File: src/rtl/ifetch.sv
// ifetch: instruction fetch unit with a two-entry fetch buffer.
//
// Issues one sequential fetch address per cycle to a registered instruction
// memory. Returned words, tagged with their address, are queued for decode.
// Redirects flush the buffer and the in-flight fetch. Halt stops new issue
// while the buffer keeps draining.
//
// Ports:
//   clk            clock, rising edge
//   rst            synchronous active-high reset
//   pc_out         fetch address to instruction memory
//   inst_in        instruction word, valid one cycle after its pc_out
//   halt           level, suppresses new fetch issue
//   redirect_valid single-cycle flush + new fetch address request
//   redirect_pc    new fetch address (word aligned internally)
//   if_valid       buffer head holds a valid instruction
//   if_ready       decode accepts the head this cycle
//   if_inst        instruction word at the buffer head
//   if_pc          address of if_inst
module ifetch #(
  parameter logic [31:0] RESET_PC = 32'h0000_0000,
  parameter int unsigned DEPTH    = 2
) (
  input  logic        clk,
  input  logic        rst,
  output logic [31:0] pc_out,
  input  logic [31:0] inst_in,
  input  logic        halt,
  input  logic        redirect_valid,
  input  logic [31:0] redirect_pc,
  output logic        if_valid,
  input  logic        if_ready,
  output logic [31:0] if_inst,
  output logic [31:0] if_pc
);

  localparam int unsigned CntW = $clog2(DEPTH + 1);

  typedef enum logic {StRun, StHalted} state_e;

  state_e state_q, state_d;

  logic [31:0]     pc_q, pc_d;
  logic            inflight_q, inflight_d;
  logic [31:0]     inflight_pc_q, inflight_pc_d;
  logic            head_q, head_d;
  logic [CntW-1:0] count_q, count_d;
  logic [31:0]     buf_pc_q   [2];
  logic [31:0]     buf_inst_q [2];

  logic            pop;
  logic            wr;
  logic            tail;
  logic            issue_ok;
  logic            fetch;
  logic [2:0]      occ;

  logic            unused_rpc_lsb;
  assign unused_rpc_lsb = ^redirect_pc[1:0];

  // ---------------------------------------------------------------------------
  // FSM: state register / next state / outputs
  // ---------------------------------------------------------------------------
  always_ff @(posedge clk) begin
    if (rst) begin
      state_q <= StRun;
    end else begin
      state_q <= state_d;
    end
  end

  // Redirect intentionally does not affect the state.
  always_comb begin
    state_d = state_q;
    unique case (state_q)
      StRun:    if (halt)  state_d = StHalted;
      StHalted: if (!halt) state_d = StRun;
      default:  state_d = StRun;
    endcase
  end

  // Halt is a level: dropping it resumes issue in that same cycle, so HALTED
  // also keys off the live input rather than waiting for the state to flip.
  always_comb begin
    issue_ok = 1'b0;
    unique case (state_q)
      StRun:    issue_ok = !halt;
      StHalted: issue_ok = !halt;
      default:  issue_ok = 1'b0;
    endcase
  end

  // ---------------------------------------------------------------------------
  // Buffer head and handshake
  // ---------------------------------------------------------------------------
  assign if_valid = (count_q != '0) && !redirect_valid;
  assign if_inst  = buf_inst_q[head_q];
  assign if_pc    = buf_pc_q[head_q];
  assign pc_out   = pc_q;

  assign pop  = if_valid && if_ready;
  assign wr   = inflight_q && !redirect_valid;
  // Write goes after the current occupants; a full buffer is never written.
  assign tail = head_q ^ count_q[0];

  // Slots committed after this edge: occupants plus the returning word minus a pop.
  assign occ   = 3'(count_q) + 3'(inflight_q) - 3'(pop);
  assign fetch = !rst && issue_ok && !redirect_valid && (occ < 3'(DEPTH));

  always_comb begin
    pc_d          = pc_q;
    inflight_d    = 1'b0;
    inflight_pc_d = inflight_pc_q;
    head_d        = head_q;
    count_d       = count_q;
    if (redirect_valid) begin
      pc_d    = {redirect_pc[31:2], 2'b00};
      head_d  = 1'b0;
      count_d = '0;
    end else begin
      if (fetch) begin
        pc_d          = pc_q + 32'd4;
        inflight_d    = 1'b1;
        inflight_pc_d = pc_q;
      end
      if (pop) begin
        head_d = ~head_q;
      end
      count_d = count_q + CntW'(wr) - CntW'(pop);
    end
  end

  always_ff @(posedge clk) begin
    if (rst) begin
      pc_q          <= {RESET_PC[31:2], 2'b00};
      inflight_q    <= 1'b0;
      inflight_pc_q <= '0;
      head_q        <= 1'b0;
      count_q       <= '0;
      for (int i = 0; i < 2; i++) begin
        buf_pc_q[i]   <= '0;
        buf_inst_q[i] <= '0;
      end
    end else begin
      pc_q          <= pc_d;
      inflight_q    <= inflight_d;
      inflight_pc_q <= inflight_pc_d;
      head_q        <= head_d;
      count_q       <= count_d;
      if (wr) begin
        buf_pc_q[tail]   <= inflight_pc_q;
        buf_inst_q[tail] <= inst_in;
      end
    end
  end

endmodule

File: config.mk
export PLATFORM = sky130hd
export DESIGN_NAME = ifetch
export DESIGN_NICKNAME = d
export VERILOG_FILES = /design/src/rtl/ifetch.sv
export SDC_FILE = /design/constraint.sdc
export NUM_CORES = 1
export LEC_CHECK = 0
export BUFFER_PORTS_ARGS = -buffer_cell sky130_fd_sc_hd__buf_2
export CAP_MARGIN = 20
export CORE_MARGIN = 2
export CORE_UTILIZATION = 43
export DETAILED_ROUTE_END_ITERATION = 8
export PLACE_DENSITY = 0.69
export SYNTH_ARGS = -nofsm -noshare
export SYNTH_HDL_FRONTEND = slang
export SYNTH_SLANG_ARGS = --single-unit
File: constraint.sdc
create_clock -name clk -period 5.2 [get_ports clk]
set_clock_uncertainty 0.15 [all_clocks]
set_input_delay 0 -clock clk [delete_from_list [all_inputs] [get_ports clk]]
set_output_delay 0 -clock clk [all_outputs]
set_load 0.005 [all_outputs]
# Yosys cells after proc, flatten, opt, wreduce, memory -nomap -nowiden

Memories as Yosys holds them, arrays and structs flattened. A register that Yosys moved wholly into a read port is not among the register bits.
Cells that the tools add are included.
W data, S select, Z words.

Output and inout port bits: 97
Memories: 2
Flip-flop bits (word level): 68
Memory bits (writable): 128
Logic and storage cells: 50
Input port bits: 69

Muxes and demuxes: 18
Order comparisons: 1
Bitwise logic cells: 3
Add/subtract/negate cells: 5
Reduce and logical (&&, ||, !) cells: 15

Memories:

| name       | words | bits a word | rd ports | clocked after Yosys merged registers in | wr ports | line | source |
|---|---|---|---|---|---|---|---|
| buf_inst_q | 2     | 32          | 1        | 1                                       | 2        | 49   | `logic [31:0] buf_inst_q [2];` |
| buf_pc_q   | 2     | 32          | 1        | 1                                       | 2        | 48   | `logic [31:0] buf_pc_q [2];` |

Operator list:

| kind                    | count |
|---|---|
| $mux W32                | 4 |
| $reduce_or A32 Y1       | 2 |
| $add A32 B3 Y32 const B | 1 |
| $mux W1                 | 14 |
| $logic_and A1 B1 Y1     | 6 |
| $reduce_bool A2 Y1      | 2 |
| $add A2 B1 Y3           | 1 |
| $logic_not A1 Y1        | 3 |
| $lt A3 B2 Y1 const B    | 1 |
| $sub A3 B1 Y3           | 1 |
| $add A2 B1 Y2           | 1 |
| $not A1 Y1              | 2 |
| $reduce_and A2 Y1       | 1 |
| $reduce_or A2 Y1        | 1 |
| $sub A2 B1 Y2           | 1 |
| $xor A1 B1 Y1           | 1 |

# Logic depth before layout (Yosys ltp)

Gate-level depths: netlist (run 1).

Depth in word-level cells: 8
Depth in mapped cells: 14
Mapped depth without buffers: 12

# Worst setup path after synthesis (run 1)

Ideal clock, no wire load.

Path kind: reg-to-reg
Start point: register count_q[1]
End point: register pc_q[13], in the netlist pc_out[13]
Data required time: 4976 ps
Path slack: 2271 ps
Cell stages (with the launch flop): 14
Clock period less this slack: 2929 ps
Setup time: 74 ps
Arrival: 2705 ps
Cells stage by stage: dfxtp_1 > nor2_1 > nor2_1 > and2_1 > ha_1 > nand2b_1 > fa_1 > xor2_1 > nand4bb_1 > buf_2 > inv_2 > nand4_1 > or3_1 > a31oi_1

Cells in the longest elaborated chain, start to end: 7

Ends and longest elaborated chain:

| what                         | line | source |
|---|---|---|
| start: declaration           | 47   | `logic [CntW-1:0] count_q, count_d;` |
| start signal: assignment     | 149  | `count_q <= count_d;` |
| $reduce_bool A2 Y1           | 96   | `assign if_valid = (count_q != '0) && !redirect_valid;` |
| $logic_and A1 B1 Y1          | 96   |  |
| via if_valid                 | 31   | `output logic if_valid,` |
| $logic_and A1 B1 Y1          | 101  | `assign pop = if_valid && if_ready;` |
| via pop                      | 51   | `logic pop;` |
| $sub A3 B1 Y3                | 107  | `assign occ = 3'(count_q) + 3'(inflight_q) - 3'(pop);` |
| $lt A3 B2 Y1                 | 108  | `assign fetch = !rst && issue_ok && !redirect_valid && (occ < 3'(DEPTH));` |
| $logic_and A1 B1 Y1          | 108  |  |
| $reduce_bool A2 Y1 (no line) | --   |  |
| end signal: assignment       | 135  | `pc_q <= {RESET_PC[31:2], 2'b00};` |
| end signal: assignment       | 145  | `pc_q <= pc_d;` |
| end: declaration             | 43   | `logic [31:0] pc_q, pc_d;` |

The timed path passes the listed nets, and every way through them passes these cells.
A chain may end at the register's enable or synchronous reset.

# Worst setup path in the final report (run 1)

Start point: register count_q[1]
End point: register pc_q[29], in the netlist pc_out[29]

Cells in the longest elaborated chain, start to end: 7

Ends and longest elaborated chain:

| what                         | line |
|---|---|
| $reduce_bool A2 Y1           | 96 |
| $logic_and A1 B1 Y1          | 96 |
| $logic_and A1 B1 Y1          | 101 |
| via pop                      | 51 |
| $sub A3 B1 Y3                | 107 |
| $lt A3 B2 Y1                 | 108 |
| $logic_and A1 B1 Y1          | 108 |
| $reduce_bool A2 Y1 (no line) | -- |

The timed path passes the listed nets, and every way through them passes these cells.

==> impl_metrics.json, run 1 <==
{
  "leakage_nw": 4.195,
  "cts-buffers-inserted": 17,
  "power-per-cell-area_nw_per_um2": 299.2,
  "worstHoldStart": "redirect_valid",
  "setup_total_negative_slack_ps": 0,
  "setup_violations": 0,
  "antenna_found_initial": 0,
  "setup_repair_after_global_routing_missed_its_margin": "no",
  "total_of_max_cap_violations": 0,
  "core_ar_um2": 19270,
  "layout_worst_path_cycle_share_pct": 70.29,
  "detail_route.drc_violations": 0,
  "grt_usage_pct": 18.45,
  "worst-slew-pin-transition_ps": 1036,
  "dr_total_vias": 6026,
  "share_of_synthesized_area_occupied_by_flip_flops_and_latches_pct": 60.06,
  "postSynthRegisterBits": 189,
  "synthCells": 723,
  "worst_min_delay_path_endpoint": "pc_out[17]$_SDFFE_PP0P_",
  "finalWeightedCongestion": 0.7631,
  "finalWirelength_um": 18770,
  "cell_accounting_for_the_most_synthesized_area": "sky130_fd_sc_hd__edfxtp_1",
  "full_die_area_um2": 20590,
  "post_drt_via_cell_ratio": 4.980,
  "die_height_um": 143.5,
  "r2r_end": "pc_out[29]$_SDFFE_PP0P_",
  "io-pin-count": 166,
  "post-place-ws_ps": 1695,
  "post-dp-hpwl_um": 11390,
  "r2r-start": "count_q[1]$_SDFF_PP0_",
  "first_iter_violations": 275,
  "worst_setup_path_end_kind": "flop",
  "number_of_rows_created_at_floorplan": 51,
  "postSynth.asyncResetShare_pct": 0,
  "crit_fanout": 62,
  "drv_slew": 0,
  "hold-worst-slack_ps": 39.97,
  "grt_pass1_vias": 5788,
  "worst_hold_path.num_cells": 3,
  "final_critical_path_setup_slack_ps": 1545,
  "r2r_setup_slack_ps": 1550,
  "grt_max_degree": 66,
  "grt_pass1_wl_um": 29530,
  "htreeDepth": 4,
  "cell_variety_after_synth": 47,
  "ir_worst_vdd_mv": 0.2200,
  "worst_ep_arrival_time_ps": 3820,
  "number_of_enable_type_register_cells_in_the_synthesized_netlist": 124,
  "dieWidth_um": 143.5,
  "overflow_after_grt": 0,
  "setup.worst_path.class": "reg -> reg",
  "hold_path.class": "in -> reg",
  "fmaxAchievable_mhz": 273.6,
  "clk_transition_reported_paths_ps": 70,
  "critPathLaunchType": "flop",
  "layout.nets": 1006,
  "synth.area.top_cells": "sky130_fd_sc_hd__edfxtp_1 45%, sky130_fd_sc_hd__dfxtp_1 16%, sky130_fd_sc_hd__and2_1 9.8%, sky130_fd_sc_hd__mux2_2 8.5%, sky130_fd_sc_hd__nand2_1 3.8%",
  "initial_core_util_pct": 43.42,
  "synth.top_cell.area_share_pct": 44.50,
  "route.antenna.remaining_nets": 0,
  "ys.flop_type": "sky130_fd_sc_hd__edfxtp_1",
  "cts_hold_buf": 70,
  "maxSlewHeadroom_pct": 30.93,
  "final_period_minus_worst_setup_slack_ps": 3655,
  "antenna_cells": 0,
  "post_cts.resized_instances": 0,
  "worstRegToRegCells": 13,
  "portBuffers": 159,
  "area_delta_synth_final_pct": 27.22,
  "outcome": "finished, final reports clean",
  "tritoncts": "done",
  "routed_wire_length_per_instance_um": 15.51,
  "clock-root-buffer": "sky130_fd_sc_hd__clkbuf_16",
  "postcts_setup_bufs": 0,
  "synth.avg_cell_area_um2": 11.57,
  "utilization_pct": 55.23,
  "finalHoldViolCount": 0,
  "post_route_cells_drive_above_1_share_pct": 28.68,
  "insertion_delay_ps": 420,
  "cp.required_ps": 5370,
  "yosysWarnings": 0,
  "synthesis.area_um2": 8367,
  "detailedRoute.firstPassIterationCount": 4,
  "cts_sinks": 189,
  "cts.path.max_buffers": 2
}
==> worst max-delay path by stage <==
stage                     startpoint                       to  slack [ps]  cells after the start
4_1_cts        count_q[1]$_SDFF_PP0_  pc_out[29]$_SDFFE_PP0P_        1530                     13
3_5_place_dp          redirect_valid  pc_out[17]$_SDFFE_PP0P_        1690                     12
6_report       count_q[1]$_SDFF_PP0_  pc_out[29]$_SDFFE_PP0P_        1550                     13
3_3_place_gp          redirect_valid  pc_out[23]$_SDFFE_PP0P_        1780                     12
2_1_floorplan  count_q[1]$_SDFF_PP0_  pc_out[13]$_SDFFE_PP0P_        2270                     13
5_1_grt        count_q[1]$_SDFF_PP0_  pc_out[29]$_SDFFE_PP0P_        1310                     13
==> layout by cell type (no fill, tap or decap), drive strengths merged, types with 22 or more instances in the layout <==
cell type,netlist,layout
edfxtp,124,124
dlygate4sd3,0,70
nand2,85,85
buf,13,168
mux2,63,63
clkbuf,38,22
a21oi,51,51
dfxtp,65,65
and2,131,131
==> synth_stat cells, types with 2 or more instances <==
cell and number:
sky130_fd_sc_hd__or2_2 2, sky130_fd_sc_hd__o311ai_0 2, sky130_fd_sc_hd__clkbuf_1 38, sky130_fd_sc_hd__nor3_1 10
sky130_fd_sc_hd__or3_1 7, sky130_fd_sc_hd__inv_1 7, sky130_fd_sc_hd__nand4_1 9, sky130_fd_sc_hd__buf_4 4
sky130_fd_sc_hd__nand3_1 10, sky130_fd_sc_hd__a31oi_1 13, sky130_fd_sc_hd__or4_1 2, sky130_fd_sc_hd__xor2_1 4
sky130_fd_sc_hd__o21ai_0 6, sky130_fd_sc_hd__a32oi_1 2, sky130_fd_sc_hd__buf_2 6, sky130_fd_sc_hd__nor2_1 10
sky130_fd_sc_hd__nor4_2 2, sky130_fd_sc_hd__or2_0 2, sky130_fd_sc_hd__o22ai_1 10, sky130_fd_sc_hd__nand2_1 84
sky130_fd_sc_hd__and3_1 13, sky130_fd_sc_hd__a2bb2oi_1 2, sky130_fd_sc_hd__mux2_2 63, sky130_fd_sc_hd__edfxtp_1 124
sky130_fd_sc_hd__a21oi_1 51, sky130_fd_sc_hd__buf_1 3, sky130_fd_sc_hd__o211ai_1 6, sky130_fd_sc_hd__dfxtp_1 65
sky130_fd_sc_hd__xnor2_1 12, sky130_fd_sc_hd__ha_1 4, sky130_fd_sc_hd__and2_1 131, sky130_fd_sc_hd__nor4_1 4
==> routing by layer <==
layer  wire (um)  global-route usage (%)  vias to the layer above
met5           0                       0                        -
met4         249                   5.986                        0
met3         845                   3.299                       19
met2        9263                   30.90                      168
met1        8407                   24.34                     2868
li1            -                       -                     2971
==> state kept, by name, indices dropped and copies added, names as in the netlist, named ones only <==
name / count
buf_inst_q: 64
buf_pc_q: 60
inflight_pc_q: 30
pc_out: 30
count_q: 2
head_q: 1
inflight_q: 1
==> cells by family (layout without fill, tap and decap cells) <==
group / after synthesis / in the layout / share of synthesized area (%)
buf+inv: 59 / 278 / 2.916
fa+ha+maj: 5 / 5 / 0.8375
simple gates: 295 / 295 / 19.40
compound gates: 95 / 95 / 6.595
mux: 63 / 63 / 8.479
flops: 189 / 189 / 60.06
xor+xnor: 16 / 16 / 1.675
other cells: 1 / 4 / 0.04482
==> layout make-up <==
| type | count | area, um^2 |
|---|---|---|
| fillers | 1694 | 8627 |
| repair buffers | 238 | 1564 |
| clock inverters | 10 | 115.1 |
| clock buffers | 22 | 454.2 |
| inverters | 8 | 30.03 |
| flip-flops and latches | 189 | 5026 |
| multi-input cells | 478 | 3123 |
| well taps | 265 | 331.6 |
==> worst max-delay path: stages (launching register included) <==
cell and delay, ps:
sky130_fd_sc_hd__dfxtp_1 430, sky130_fd_sc_hd__nor2_1 60, sky130_fd_sc_hd__nor2_1 100, sky130_fd_sc_hd__and2_1 230, sky130_fd_sc_hd__ha_1 250, sky130_fd_sc_hd__nand2b_1 150
sky130_fd_sc_hd__fa_1 380, sky130_fd_sc_hd__xor2_1 150, sky130_fd_sc_hd__nand4bb_2 260, sky130_fd_sc_hd__buf_4 350, sky130_fd_sc_hd__and3_1 260, sky130_fd_sc_hd__a21oi_1 110
sky130_fd_sc_hd__o2bb2ai_1 80, sky130_fd_sc_hd__dlygate4sd3_1 570
==> per-stage QoR <==
| step | power [W] | cells | instance area (um^2) |
|---|---|---|---|
| 5_1_grt | 0.003310 | 1210 | 10640 |
| 4_1_cts | 0.003213 | 1210 | 10640 |
| 3_5_place_dp | 0.001911 | 1108 | 9374 |
| 6_report | 0.003185 | 1210 | 10640 |
| 2_1_floorplan | 0.001814 | 726 | 8378 |
| 3_3_place_gp | 0.001908 | 1108 | 9374 |
==> where the power goes <==
part	switching [W]	internal, W	total (W)
clock network	0.000545	0.000722	0.00127
registers	0.0000392	0.00165	0.00169
logic	0.000110	0.000118	0.000228
total	0.000694	0.00249	0.00318
(Power assumes the default switching activity.)
==> inputs of run 2 (changes only) <==
--- a/config.mk
+++ b/config.mk
@@ -10,7 +10,7 @@
 export CORE_MARGIN = 2
 export CORE_UTILIZATION = 43
 export DETAILED_ROUTE_END_ITERATION = 8
-export PLACE_DENSITY = 0.69
+export PLACE_DENSITY = 0.71
 export SYNTH_ARGS = -nofsm -noshare
 export SYNTH_HDL_FRONTEND = slang
 export SYNTH_SLANG_ARGS = --single-unit
==> constraint.sdc (replaced) <==
create_clock -name clk -period 3.2 [get_ports clk]
set_clock_uncertainty 0.15 [all_clocks]
set_input_delay 0 -clock clk [delete_from_list [all_inputs] [get_ports clk]]
set_output_delay 0 -clock clk [all_outputs]
set_load 0.005 [all_outputs]
==> impl_metrics.json, run 2 (same netlist as run 1, synthesis figures left out) <==
{
  "layout.nets": 1015,
  "setup_total_negative_slack_ps": 0,
  "cts.path.max_buffers": 2,
  "setup.worst_path.class": "reg -> reg",
  "core_ar_um2": 19270,
  "clk_transition_reported_paths_ps": 70,
  "r2r-start": "count_q[0]$_SDFF_PP0_",
  "worst-slew-pin-transition_ps": 849.2,
  "routed_wire_length_per_instance_um": 15.80,
  "placedInstanceArea_um2": 9452,
  "pwr-share-comb_pct": 7.6,
  "io-pin-count": 166,
  "cp.required_ps": 3400,
  "worstRegToRegCells": 11,
  "tritoncts": "done",
  "portBuffers": 159,
  "crit_path_start": "count_q[0]$_SDFF_PP0_",
  "total_of_max_cap_violations": 0,
  "grt_pass1_vias": 5856,
  "mostFrequentLayoutCell": "sky130_fd_sc_hd__buf_2",
  "detailedRoute.firstPassIterationCount": 4,
  "pwr-share-seq_pct": 53.9,
  "cp_common_cell": "sky130_fd_sc_hd__nor2_1",
  "final_period_minus_worst_setup_slack_ps": 2982,
  "finalWirelength_um": 19260,
  "worst_ep_arrival_time_ps": 3180,
  "antenna_found_initial": 0,
  "worstHoldStart": "redirect_valid",
  "maxSlewHeadroom_pct": 43.39,
  "fmaxAchievable_mhz": 335.4,
  "finish.instance_area_um2": 10730,
  "initial_core_util_pct": 43.42,
  "critical_path.cell_chain": "nor2_1 > nor2_1 > and2_1 > ha_1 > nand2b_1 > fa_1 > xor2_1 > nand4bb_4 > buf_12 > or4_1 > a31oi_1",
  "final_cell_mix": "159 x sky130_fd_sc_hd__buf_2, 131 x sky130_fd_sc_hd__and2_1, 124 x sky130_fd_sc_hd__edfxtp_1",
  "grt_usage_pct": 18.81,
  "largest_register_ffs": 64,
  "layout_worst_path_cycle_share_pct": 93.18,
  "full_die_area_um2": 20590,
  "final_critical_path_setup_slack_ps": 218.3,
  "crit_path_top_delay_cell": "sky130_fd_sc_hd__or4_1",
  "power-per-cell-area_nw_per_um2": 475.7,
  "die_height_um": 143.5,
  "outcome": "finished, final reports clean",
  "p_clk_share_pct": 38.6,
  "grt_max_degree": 65,
  "cts_sinks": 189,
  "setup_violations": 0,
  "worst_min_delay_path_endpoint": "head_q$_SDFFE_PP0P_",
  "insertion_delay_ps": 420,
  "dieWidth_um": 143.5,
  "finalWeightedCongestion": 0.8381,
  "post_route_cells_drive_above_1_share_pct": 29.66,
  "ir_worst_vdd_mv": 0.3592,
  "worst_setup_path_end_kind": "flop",
  "crit_fanout": 25,
  "setup_repair_after_global_routing_missed_its_margin": "no",
  "route.antenna.remaining_nets": 0,
  "area_delta_synth_final_pct": 28.22,
  "power.share.switching_pct": 22.19,
  "cts-buffers-inserted": 17,
  "largest_register": "buf_inst_q",
  "post-dp-hpwl_um": 11410,
  "internal-power_w": 0.003971,
  "htreeDepth": 4,
  "first_iter_violations": 475,
  "post-place-ws_ps": 46.83,
  "hold_path.class": "in -> reg",
  "clock-root-buffer": "sky130_fd_sc_hd__clkbuf_16",
  "overflow_after_grt": 0,
  "antenna_cells": 0,
  "r2r_setup_slack_ps": 220,
  "r2r_end": "pc_out[19]$_SDFFE_PP0P_",
  "grt_pass1_wl_um": 29800,
  "net-switching-power_w": 0.001132,
  "dr_total_vias": 6112,
  "leakage_nw": 4.233,
  "finalHoldViolCount": 0,
  "post_drt_via_cell_ratio": 5.014,
  "crit_path_max_incr_delay_ps": 500,
  "worst_hold_path.num_cells": 3,
  "number_of_rows_created_at_floorplan": 51,
  "critPathLaunchType": "flop",
  "detail_route.drc_violations": 0,
  "drv_slew": 0,
  "reg.largest.list": "buf_inst_q (64), buf_pc_q (60)"
}
run 2: cell count changes in the layout (fill, tap and decap cells not counted), sizes merged:
| cell | change |
|---|---|
| clkbuf | -1 |
| inv | -2 |
| bufinv | -1 |
| buf | +10 |
| clkinvlp | +3 |
| dlygate4sd3 | -1 |
| clkinv | +1 |
run 2: critical path: cells and delay by family, from the launching register on:
family	cells	cell delay [ps]
compound gates	1	160
flops	1	360
buf+inv	1	200
simple gates	6	1280
xor+xnor	1	150
fa+ha+maj	2	610
run 2: layer usage:
| layer | up-vias | share of wire (%) | global-route usage [%] |
|---|---|---|---|
| met5 | - | 0 | 0 |
| met4 | 0 | 1.4 | 6.553 |
| met3 | 20 | 5.3 | 3.499 |
| met2 | 200 | 49 | 32.23 |
| met1 | 2906 | 44 | 23.94 |
| li1 | 2986 | - | - |
run 2: worst max path at each step:
stage                              endpoint  slack, ps
floorplan           pc_out[13]$_SDFFE_PP0P_        270
global placement    pc_out[13]$_SDFFE_PP0P_        120
detailed placement  pc_out[23]$_SDFFE_PP0P_         50
CTS                 pc_out[11]$_SDFFE_PP0P_         40
global route        pc_out[11]$_SDFFE_PP0P_         50
finish              pc_out[19]$_SDFFE_PP0P_        220
run 2: what timing repair did:
| item | CTS | global route |
|---|---|---|
| resized for setup | 1 | 3 |
| hold buffers | 69 | 0 |
| gates cloned | 0 | 0 |
| endpoints found under the setup margin | 1 | 13 |
| hold endpoints to repair | 97 | 0 |
| buffers inserted | 0 | 3 |
run 2: area by class of cell:
cell class	instances	area, um^2
clock inverters	11	95.09
well taps	265	331.6
fillers	1637	8543
flip-flops and latches	189	5027
inverters	8	35.03
clock buffers	21	450.4
repair buffers	247	1654
multi-input cells	478	3134
run 2: through the flow:
stage | util, % | power [W] | cells | hold slack [ps]
after floorplan | - | 0.002947 | 726 | -5.403
after global placement | 49.05 | 0.003109 | 1115 | 96.45
after detailed placement | 49.05 | 0.003115 | 1115 | 98.30
after CTS | 55.47 | 0.005137 | 1216 | 2.043
after global routing | 55.67 | 0.005286 | 1219 | 47.78
final | 55.67 | 0.005104 | 1219 | 26.35
run 2: power by group through the flow:
stage,clock network (W),registers (W),logic (W)
2_1_floorplan,0,0.00278,0.000167
3_3_place_gp,0,0.00280,0.000313
3_5_place_dp,0,0.00280,0.000314
4_1_cts,0.00201,0.00275,0.000381
5_1_grt,0.00211,0.00276,0.000422
6_report,0.00197,0.00275,0.000386
